==> src/rtl/fifo_ensemble_ctrl_if.sv <==
// Signal bundle between the range-gate FIFO sequencer and its surroundings:
// line trigger/config inputs, FIFO control strobes and status.
`timescale 1ns/1ps
interface fifo_ensemble_ctrl_if #(
  parameter int DEEP  = 4,
  parameter int CNT_W = 8
);
  logic             prfTrig;
  logic             sampleValid;
  logic [DEEP-1:0]  gateCount;
  logic [CNT_W-1:0] replayCount;
  logic [CNT_W-1:0] readDiv;
  logic             fifoWriteNext;
  logic             fifoReadNext;
  logic             fifoGoToReg0;
  logic             fifoReadEnable;
  logic             fifoReset;
  logic             outValid;
  logic             busy;
  logic             done;
  logic             overrunErr;

  modport master (
    input  prfTrig, sampleValid, gateCount, replayCount, readDiv,
    output fifoWriteNext, fifoReadNext, fifoGoToReg0, fifoReadEnable,
           fifoReset, outValid, busy, done, overrunErr
  );

  modport slave (
    output prfTrig, sampleValid, gateCount, replayCount, readDiv,
    input  fifoWriteNext, fifoReadNext, fifoGoToReg0, fifoReadEnable,
           fifoReset, outValid, busy, done, overrunErr
  );
endinterface

==> src/rtl/fifo_ensemble_ctrl.sv <==
// Per-PRF-line sequencer: clears the gate FIFO, fills it with the programmed
// number of samples, then replays them at a divided rate to the demodulator.
`timescale 1ns/1ps
module fifo_ensemble_ctrl #(
  parameter int DEEP  = 4,
  parameter int CNT_W = 8
) (
  input  logic                 clk,
  input  logic                 resetN,
  fifo_ensemble_ctrl_if.master bus
);
  typedef enum logic [2:0] {
    S_IDLE, S_CLEAR, S_FILL, S_REWIND, S_READ, S_FINISH
  } state_t;

  localparam logic [DEEP:0]    ONE_C = 1;
  localparam logic [CNT_W-1:0] ONE_N = 1;

  state_t           r_state, w_state_next;
  logic             r_phase, w_phase_next;
  logic [DEEP:0]    r_wr_cnt, w_wr_cnt_next;
  logic [DEEP:0]    r_rd_cnt, w_rd_cnt_next;
  logic [CNT_W-1:0] r_pass_cnt, w_pass_cnt_next;
  logic [CNT_W-1:0] r_div_cnt, w_div_cnt_next;
  logic [DEEP-1:0]  r_gate, w_gate_next;
  logic [CNT_W-1:0] r_replay, w_replay_next;
  logic [CNT_W-1:0] r_div, w_div_next;
  logic             r_err, w_err_next;
  logic             w_fill_wr;

  logic r_wr_stb, r_rd_stb, r_g0_stb, r_rd_en, r_fifo_rst;
  logic r_out_valid, r_busy, r_done;

  logic [DEEP-1:0]  w_gate_clamp;
  logic [CNT_W-1:0] w_replay_clamp;
  logic [CNT_W-1:0] w_div_clamp;
  logic [DEEP:0]    w_gate_ext;
  logic             w_rd_last;
  logic             w_pass_last;
  logic             w_clear0;

  assign w_gate_clamp   = (bus.gateCount == '0) ? DEEP'(1) : bus.gateCount;
  assign w_replay_clamp = (bus.replayCount == '0) ? ONE_N : bus.replayCount;
  assign w_div_clamp    = (bus.readDiv < CNT_W'(2)) ? CNT_W'(2) : bus.readDiv;
  // One extra counter bit so a full-depth count never wraps onto zero.
  assign w_gate_ext     = {1'b0, r_gate};
  assign w_rd_last      = (r_rd_cnt + ONE_C) == w_gate_ext;
  assign w_pass_last    = (r_pass_cnt + ONE_N) == r_replay;

  always_comb begin
    w_state_next    = r_state;
    w_phase_next    = 1'b0;
    w_wr_cnt_next   = r_wr_cnt;
    w_rd_cnt_next   = r_rd_cnt;
    w_pass_cnt_next = r_pass_cnt;
    w_div_cnt_next  = r_div_cnt;
    w_gate_next     = r_gate;
    w_replay_next   = r_replay;
    w_div_next      = r_div;
    w_err_next      = r_err;
    w_fill_wr       = 1'b0;

    if (bus.prfTrig && (r_state != S_IDLE))
      w_err_next = 1'b1;

    case (r_state)
      S_IDLE: begin
        if (bus.prfTrig) begin
          w_state_next    = S_CLEAR;
          w_gate_next     = w_gate_clamp;
          w_replay_next   = w_replay_clamp;
          w_div_next      = w_div_clamp;
          w_wr_cnt_next   = '0;
          w_rd_cnt_next   = '0;
          w_pass_cnt_next = '0;
          w_div_cnt_next  = '0;
        end
      end
      S_CLEAR: begin
        if (!r_phase) begin
          w_phase_next = 1'b1;
        end else begin
          w_state_next  = S_FILL;
          w_wr_cnt_next = '0;
        end
      end
      S_FILL: begin
        // The cycle showing the final write strobe is the last FILL cycle.
        if (r_wr_cnt == w_gate_ext) begin
          w_state_next = S_REWIND;
        end else if (bus.sampleValid) begin
          if (r_wr_stb) begin
            w_err_next = 1'b1;
          end else begin
            w_fill_wr     = 1'b1;
            w_wr_cnt_next = r_wr_cnt + ONE_C;
          end
        end
      end
      S_REWIND: begin
        if (!r_phase) begin
          w_phase_next = 1'b1;
        end else begin
          w_state_next   = S_READ;
          w_rd_cnt_next  = '0;
          w_div_cnt_next = '0;
        end
      end
      S_READ: begin
        if (r_div_cnt == (r_div - ONE_N)) begin
          w_div_cnt_next = '0;
          w_rd_cnt_next  = r_rd_cnt + ONE_C;
          if (w_rd_last) begin
            w_pass_cnt_next = r_pass_cnt + ONE_N;
            w_state_next    = w_pass_last ? S_FINISH : S_REWIND;
          end
        end else begin
          w_div_cnt_next = r_div_cnt + ONE_N;
        end
      end
      S_FINISH: w_state_next = S_IDLE;
      default:  w_state_next = S_IDLE;
    endcase
  end

  // Outputs are registered copies of what the next state wants to show.
  assign w_clear0 = (w_state_next == S_CLEAR) && !w_phase_next;

  always_ff @(posedge clk or negedge resetN) begin
    if (!resetN) begin
      r_state     <= S_IDLE;
      r_phase     <= 1'b0;
      r_wr_cnt    <= '0;
      r_rd_cnt    <= '0;
      r_pass_cnt  <= '0;
      r_div_cnt   <= '0;
      r_gate      <= '0;
      r_replay    <= '0;
      r_div       <= '0;
      r_err       <= 1'b0;
      r_wr_stb    <= 1'b0;
      r_rd_stb    <= 1'b0;
      r_g0_stb    <= 1'b0;
      r_rd_en     <= 1'b0;
      r_fifo_rst  <= 1'b1;
      r_out_valid <= 1'b0;
      r_busy      <= 1'b0;
      r_done      <= 1'b0;
    end else begin
      r_state     <= w_state_next;
      r_phase     <= w_phase_next;
      r_wr_cnt    <= w_wr_cnt_next;
      r_rd_cnt    <= w_rd_cnt_next;
      r_pass_cnt  <= w_pass_cnt_next;
      r_div_cnt   <= w_div_cnt_next;
      r_gate      <= w_gate_next;
      r_replay    <= w_replay_next;
      r_div       <= w_div_next;
      r_err       <= w_err_next;
      r_wr_stb    <= w_clear0 || w_fill_wr;
      r_rd_stb    <= (w_state_next == S_READ) && (w_div_cnt_next == ONE_N);
      r_g0_stb    <= (w_state_next == S_REWIND) && !w_phase_next;
      r_rd_en     <= (w_state_next == S_READ);
      r_fifo_rst  <= (w_state_next == S_IDLE) || w_clear0;
      r_out_valid <= (w_state_next == S_READ) && (w_div_cnt_next == '0);
      r_busy      <= (w_state_next != S_IDLE);
      r_done      <= (w_state_next == S_FINISH);
    end
  end

  assign bus.fifoWriteNext  = r_wr_stb;
  assign bus.fifoReadNext   = r_rd_stb;
  assign bus.fifoGoToReg0   = r_g0_stb;
  assign bus.fifoReadEnable = r_rd_en;
  assign bus.fifoReset      = r_fifo_rst;
  assign bus.outValid       = r_out_valid;
  assign bus.busy           = r_busy;
  assign bus.done           = r_done;
  assign bus.overrunErr     = r_err;
endmodule

==> src/flat_wrapper.sv <==
// flat-port wrapper written by rule: the top's interface ports become plain ports
module fifo_ensemble_ctrl_flat 
#(
  parameter int DEEP  = 4,
  parameter int CNT_W = 8
)
  (clk, resetN, bus_prfTrig, bus_sampleValid, bus_gateCount, bus_replayCount, bus_readDiv, bus_fifoWriteNext, bus_fifoReadNext, bus_fifoGoToReg0, bus_fifoReadEnable, bus_fifoReset, bus_outValid, bus_busy, bus_done, bus_overrunErr);
  fifo_ensemble_ctrl_if #(.DEEP(DEEP), .CNT_W(CNT_W)) bus_i ();
  input  logic clk;
  input  logic resetN;
  input wire logic [$bits(bus_i.prfTrig)-1:0] bus_prfTrig;
  input wire logic [$bits(bus_i.sampleValid)-1:0] bus_sampleValid;
  input wire logic [$bits(bus_i.gateCount)-1:0] bus_gateCount;
  input wire logic [$bits(bus_i.replayCount)-1:0] bus_replayCount;
  input wire logic [$bits(bus_i.readDiv)-1:0] bus_readDiv;
  output wire logic [$bits(bus_i.fifoWriteNext)-1:0] bus_fifoWriteNext;
  output wire logic [$bits(bus_i.fifoReadNext)-1:0] bus_fifoReadNext;
  output wire logic [$bits(bus_i.fifoGoToReg0)-1:0] bus_fifoGoToReg0;
  output wire logic [$bits(bus_i.fifoReadEnable)-1:0] bus_fifoReadEnable;
  output wire logic [$bits(bus_i.fifoReset)-1:0] bus_fifoReset;
  output wire logic [$bits(bus_i.outValid)-1:0] bus_outValid;
  output wire logic [$bits(bus_i.busy)-1:0] bus_busy;
  output wire logic [$bits(bus_i.done)-1:0] bus_done;
  output wire logic [$bits(bus_i.overrunErr)-1:0] bus_overrunErr;
  assign bus_i.prfTrig = bus_prfTrig;
  assign bus_i.sampleValid = bus_sampleValid;
  assign bus_i.gateCount = bus_gateCount;
  assign bus_i.replayCount = bus_replayCount;
  assign bus_i.readDiv = bus_readDiv;
  assign bus_fifoWriteNext = bus_i.fifoWriteNext;
  assign bus_fifoReadNext = bus_i.fifoReadNext;
  assign bus_fifoGoToReg0 = bus_i.fifoGoToReg0;
  assign bus_fifoReadEnable = bus_i.fifoReadEnable;
  assign bus_fifoReset = bus_i.fifoReset;
  assign bus_outValid = bus_i.outValid;
  assign bus_busy = bus_i.busy;
  assign bus_done = bus_i.done;
  assign bus_overrunErr = bus_i.overrunErr;
  fifo_ensemble_ctrl #(.DEEP(DEEP), .CNT_W(CNT_W)) u_core (.clk(clk), .resetN(resetN), .bus(bus_i));
endmodule
==> config.mk <==
export PLATFORM = sky130hd
export DESIGN_NAME = fifo_ensemble_ctrl_flat
export DESIGN_NICKNAME = d
export VERILOG_FILES = /design/src/rtl/fifo_ensemble_ctrl_if.sv /design/src/rtl/fifo_ensemble_ctrl.sv /design/src/flat_wrapper.sv
export SDC_FILE = /design/constraint.sdc
export NUM_CORES = 1
export LEC_CHECK = 0
export ABC_CLOCK_PERIOD_IN_PS = 3600
export BUFFER_PORTS_ARGS = -buffer_cell sky130_fd_sc_hd__buf_4
export CAP_MARGIN = 20
export CORE_ASPECT_RATIO = 1.2
export CORE_MARGIN = 4
export CORE_UTILIZATION = 40
export DETAILED_ROUTE_END_ITERATION = 10
export GPL_ROUTABILITY_DRIVEN = 0
export PLACE_DENSITY = 0.65
export SETUP_SLACK_MARGIN = 0.15
export SLEW_MARGIN = 20
export SYNTH_ARGS = -nofsm -noshare
export SYNTH_HDL_FRONTEND = slang
export SYNTH_SLANG_ARGS = --single-unit
==> constraint.sdc <==
create_clock -name clk -period 3.6 [get_ports clk]
set_input_delay 0.54 -clock clk [delete_from_list [all_inputs] [get_ports clk]]
set_output_delay 0.54 -clock clk [all_outputs]
set_load 0.05 [all_outputs]
== After elaboration in Yosys (flattened, before gate mapping) ==
Cells that the tools add are included.

* Register bits: 59
* Input port bits: 24
* Output and inout port bits: 9
* Word-level logic and storage cells: 106

* $add $sub $neg: 5
* Magnitude comparators: 1
* Equality and inequality tests: 21
* Mux-type cells: 38
* Reductions and logical operators: 23

{| class="wikitable"
|+ Operators by type and width
! cell !! count
|-
| 8-bit two-way mux || 8
|-
| 5-bit two-way mux || 6
|-
| 5-bit case mux with 3 select lines || 2
|-
| 8-bit case mux with 3 select lines || 1
|-
| 3-bit two-way mux || 7
|-
| 8-bit by 1-bit adder with 8-bit output, second input constant || 2
|-
| 8-bit == test || 2
|-
| 8-bit logical NOT || 2
|-
| 8-bit case mux with 2 select lines || 1
|-
| 3-bit case mux with 5 select lines || 1
|-
| 3-bit nonzero test || 4
|-
| 1-bit two-way mux || 11
|-
| 5-bit by 1-bit adder with 5-bit output, second input constant || 2
|-
| 5-bit by 4-bit == test with 1-bit output || 2
|-
| 3-bit by 2-bit == test with 1-bit output, second input constant || 3
|-
| 3-bit == test, second input constant || 3
|-
| 8-bit by 1-bit == test with 1-bit output, second input constant || 1
|-
| 8-bit by 2-bit less-than comparator with 1-bit output, second input constant || 1
|-
| 2-bit by 1-bit != test with 1-bit output, second input constant || 4
|-
| 2-bit != test, second input constant || 4
|-
| 4-bit AND reduction || 2
|-
| 8-bit by 1-bit subtractor with 8-bit output, second input constant || 1
|-
| 3-bit by 1-bit == test with 1-bit output, second input constant || 2
|-
| 3-bit logical NOT || 2
|-
| other kinds (9) || 14
|}

== Depth between registers and ports, before layout ==
* Depth in word-level cells: 9
* Mapped depth: 10

== Least setup slack after synthesis ==
Ideal clock, no wire load.

* Path kind: register to register
* From: register u_core.r_div[0]
* To: register u_core.r_pass_cnt[7]
* Library setup time: 0.135 ns
* Arrival: 2.685 ns
* Required time: 3.465 ns
* Setup slack: 0.781 ns
* Stages on the path, launching flop included: 9
* Clock period less this slack: 2.819 ns
* Path through: dfrtp_1 > or4_4 > or4_1 > a2111o_1 > a211oi_4 > buf_4 > nand2_1 > o311ai_1 > o31ai_1

* Longest elaborated chain between the ends: 4

{| class="wikitable"
|+ Ends and longest elaborated chain
! what !! line !! source
|-
| from (decl) || fifo_ensemble_ctrl.sv:27 || <nowiki>logic [CNT_W-1:0] r_div, w_div_next;</nowiki>
|-
| from (signal assigned) || fifo_ensemble_ctrl.sv:158 || <nowiki>r_div <= w_div_next;</nowiki>
|-
| 8-bit by 1-bit subtractor with 8-bit output || fifo_ensemble_ctrl.sv:110 || <nowiki>if (r_div_cnt == (r_div - ONE_N)) begin</nowiki>
|-
| 8-bit == test || fifo_ensemble_ctrl.sv:110 ||
|-
| 2-bit by 1-bit != test with 1-bit output (no line) || -- ||
|-
| 4-bit AND reduction (no line) || -- ||
|-
| to (signal assigned) || fifo_ensemble_ctrl.sv:154 || <nowiki>r_pass_cnt <= w_pass_cnt_next;</nowiki>
|-
| to (decl) || fifo_ensemble_ctrl.sv:23 || <nowiki>logic [CNT_W-1:0] r_pass_cnt, w_pass_cnt_next;</nowiki>
|}

Every way passes these cells.
A chain may end at the register's enable or synchronous reset.

== Worst setup path in the final report ==
* From: register u_core.r_div[1]
* To: register u_core.r_pass_cnt[3]

Same word-level chain as after synthesis.

==> results.yml <==
run_status:
  outcome: "completed"
clock_network:
  cts_resized: 0
  numCtsBuffers: 9
  hold_buffers: 0
  clk_pin_slew_worst_paths_ns: 0.07
  root_buffer: "clkbuf_8"
  worstSkewPairLatency_ns: 0.34
  post-cts-setup-buffer-count: 0
  cts_tree: "done"
  htreeDepth: 3
  clock-sinks: 59
  cts_buffer_depth: 2
critical_path:
  endpoint: "u_core.r_pass_cnt[3]"
  start_kind: "flop"
  cp_max_fo: 11
  worstSetupPathType: "reg2reg"
  crit_required_ns: 3.83
  startpoint: "u_core.r_div[1]"
  end_kind: "flop"
  worstPathArrival_ns: 3.38
  rrSetupSlack_ns: 0.45
  timing.rr.end: "u_core.r_pass_cnt[3]"
  worstRegToRegCells: 7
  regToRegStartpoint: "u_core.r_div[1]"
synth:
  syn-instance-count: 374
  syn_area_per_cell_um2: 8.97
  synth-edff-count: 0
  synth_top_cell_by_area: "dfrtp_1"
  synthFlopType: "dfrtp_1"
  synth_async_sr_flop_share_pct: 100
  yosys-top-cells-count: "77 x nand2_1, 58 x dfrtp_1, 24 x o21ai_0, 20 x xnor2_1, 19 x nand3_1"
  synth_top_area_share_pct: 43.3
  synth_fp_nets: 403
  ys_seq_area_share_pct: 44.1
  post-synth-top-count-cell: "nand2_1"
  synth_cell_type_count: 54
  synth_area_um2: 3350
  yosysWarnings: 0
  yosys_register_bits: 59
  synth_area_leaders: "dfrtp_1 43%, nand2_1 8.6%, xnor2_1 5.2%"
routing:
  drt-initial-drc-count: 100
  dr_total_vias: 2702
  route.detailed.drc: 0
  wl_um: 7340
  detail-route-antenna-nets: 0
  routedWlPerCell_um: 14.2
  drtPass1Iterations: 4
  via_per_inst: 5.23
place:
  portBuffers: 32
  dp_hpwl_um: 5170
  placed_area_um2: 3660
  placed_cells_incl_taps: 501
die:
  die_x_um: 91.6
  initial_utilization_pct: 41.1
  row_count: 36
  coreArea_um2: 8150
  die_h_um: 108
  die_area_um2: 9920
  io_pins: 33
global_routing:
  grt_util_all_layers_pct: 15.7
  grt_pass1_wl_um: 12400
  grt_pass1_vias: 2604
  gr-total-overflow: 0
  grt_max_degree: 60
  antenna_found_initial: 0
final_layout:
  stdcell_area_um2: 3860
  fin_util_pct: 47.3
  finalNetCount: 427
  diodes: 0
  area_growth_pct: 15.1
  final_cells: 517
  drive_gt1_share_pct: 14.1
timing:
  rsz0062_at_grt: "no"
  period_minus_slack_ns: 3.15
  worst_pin_slew_ns: 0.751
  min_period_over_period_pct: 87.4
  clock-skew-final_ns: 0.00825
  finalHoldViolCount: 0
  report.final.setup_viol: 0
  slew_violations: 0
  setup_tns_ns: 0
  relSlewSlack_pct: 49.9
  fmax_mhz: 318
pwr:
  peakVddDrop_mv: 0.198
  p_leak_nw: 1.80
  power_density_nw_per_um2: 342
worst_hold_path:
  hp-class: "in2async"
flow_run:
  maxCapViolations: 0
[routing by layer]
layer  share of wire [%]  GRT usage, %  up-vias
met5                   0             0        -
met3                 4.6          4.31        8
met4                 1.5          5.17        0
li1                    -             -     1354
met1                  47          20.0     1292
met2                  47          25.8       48
[metrics by stage]
stage | hold WS (ns) | setup slack (ns) | total power, mW
finish | 0.265 | 0.454 | 1.32
global placement | 0.472 | 0.522 | 0.714
floorplan | 0.244 | 0.781 | 0.678
CTS | 0.295 | 0.453 | 1.34
detailed placement | 0.478 | 0.490 | 0.715
global route | 0.328 | 0.298 | 1.37
[critical path: stages, from the launching register on]
cell,delay (ns)
dfrtp_1,0.40
or4_4,0.56
or4_1,0.41
a2111o_1,0.48
a211oi_4,0.45
nand3_2,0.30
a22o_1,0.27
a21o_1,0.17
[worst min path at each step]
stage | endpoint | slack (ns) | depth (start not counted)
CTS | u_core.bus.fifoReadEnable | 0.29 | 1
floorplan | u_core.bus.busy | 0.24 | 0
detailed placement | u_core.r_phase | 0.48 | 1
global placement | u_core.r_phase | 0.47 | 1
finish | u_core.bus.fifoReadEnable | 0.26 | 1
global route | u_core.bus.fifoReadEnable | 0.33 | 1
[layout make-up]
cell class                 count  area [µm²]
clock buffer                  14         163
clock inverter                 2        35.0
fill                         778        4290
inverter                       9        33.8
multi-input combinational    285        1750
sequential                    59        1480
tap                          114         143
timing repair buffer          34         255
[logic make-up after synthesis]
kind of cell	after synthesis	share of synthesized area, %
simple gates	166	24.2
flops	59	44.1
fa+ha+maj	5	1.87
compound gates	78	16.7
xor+xnor	34	8.88
buf+inv	30	3.69
mux	2	0.597
[power breakdown]
group                  switching, mW  total (mW)  leakage [nW]  internal, mW
logic                         0.0205      0.0380         0.950        0.0175
clock network                  0.262       0.619         0.101         0.358
registers      0.0000000000000000294       0.663         0.754         0.663
[placed cells by master (no fill, tap or decap), types with 2 or more instances in the layout]
cell / count
a2111o_1: 2
a21o_1: 9
a21oi_1: 9
a22o_1: 3
a22oi_1: 3
and2_1: 4
and3_1: 4
buf_4: 34
clkbuf_1: 3
clkbuf_8: 11
dfrtp_1: 58
ha_1: 5
inv_1: 9
mux2i_1: 2
nand2_1: 77
nand2b_1: 7
nand3_1: 19
nand4_1: 3
nor2_1: 15
nor3_1: 10
nor3b_1: 4
nor4_1: 6
o211ai_1: 3
o21a_1: 2
o21ai_0: 24
o2bb2ai_1: 3
o311ai_0: 2
o311ai_1: 2
o31ai_1: 7
or3_1: 5
or3b_2: 2
xnor2_1: 20
xor2_1: 14
[state kept, by name (all words and copies together), names as in the netlist, 3 cells and up]
name               cells
u_core.r_div           8
u_core.r_div_cnt       8
u_core.r_gate          4
u_core.r_pass_cnt      8
u_core.r_rd_cnt        5
u_core.r_replay        8
u_core.r_state         3
u_core.r_wr_cnt        5
No activity file was read; power rests on OpenSTA's default activity.
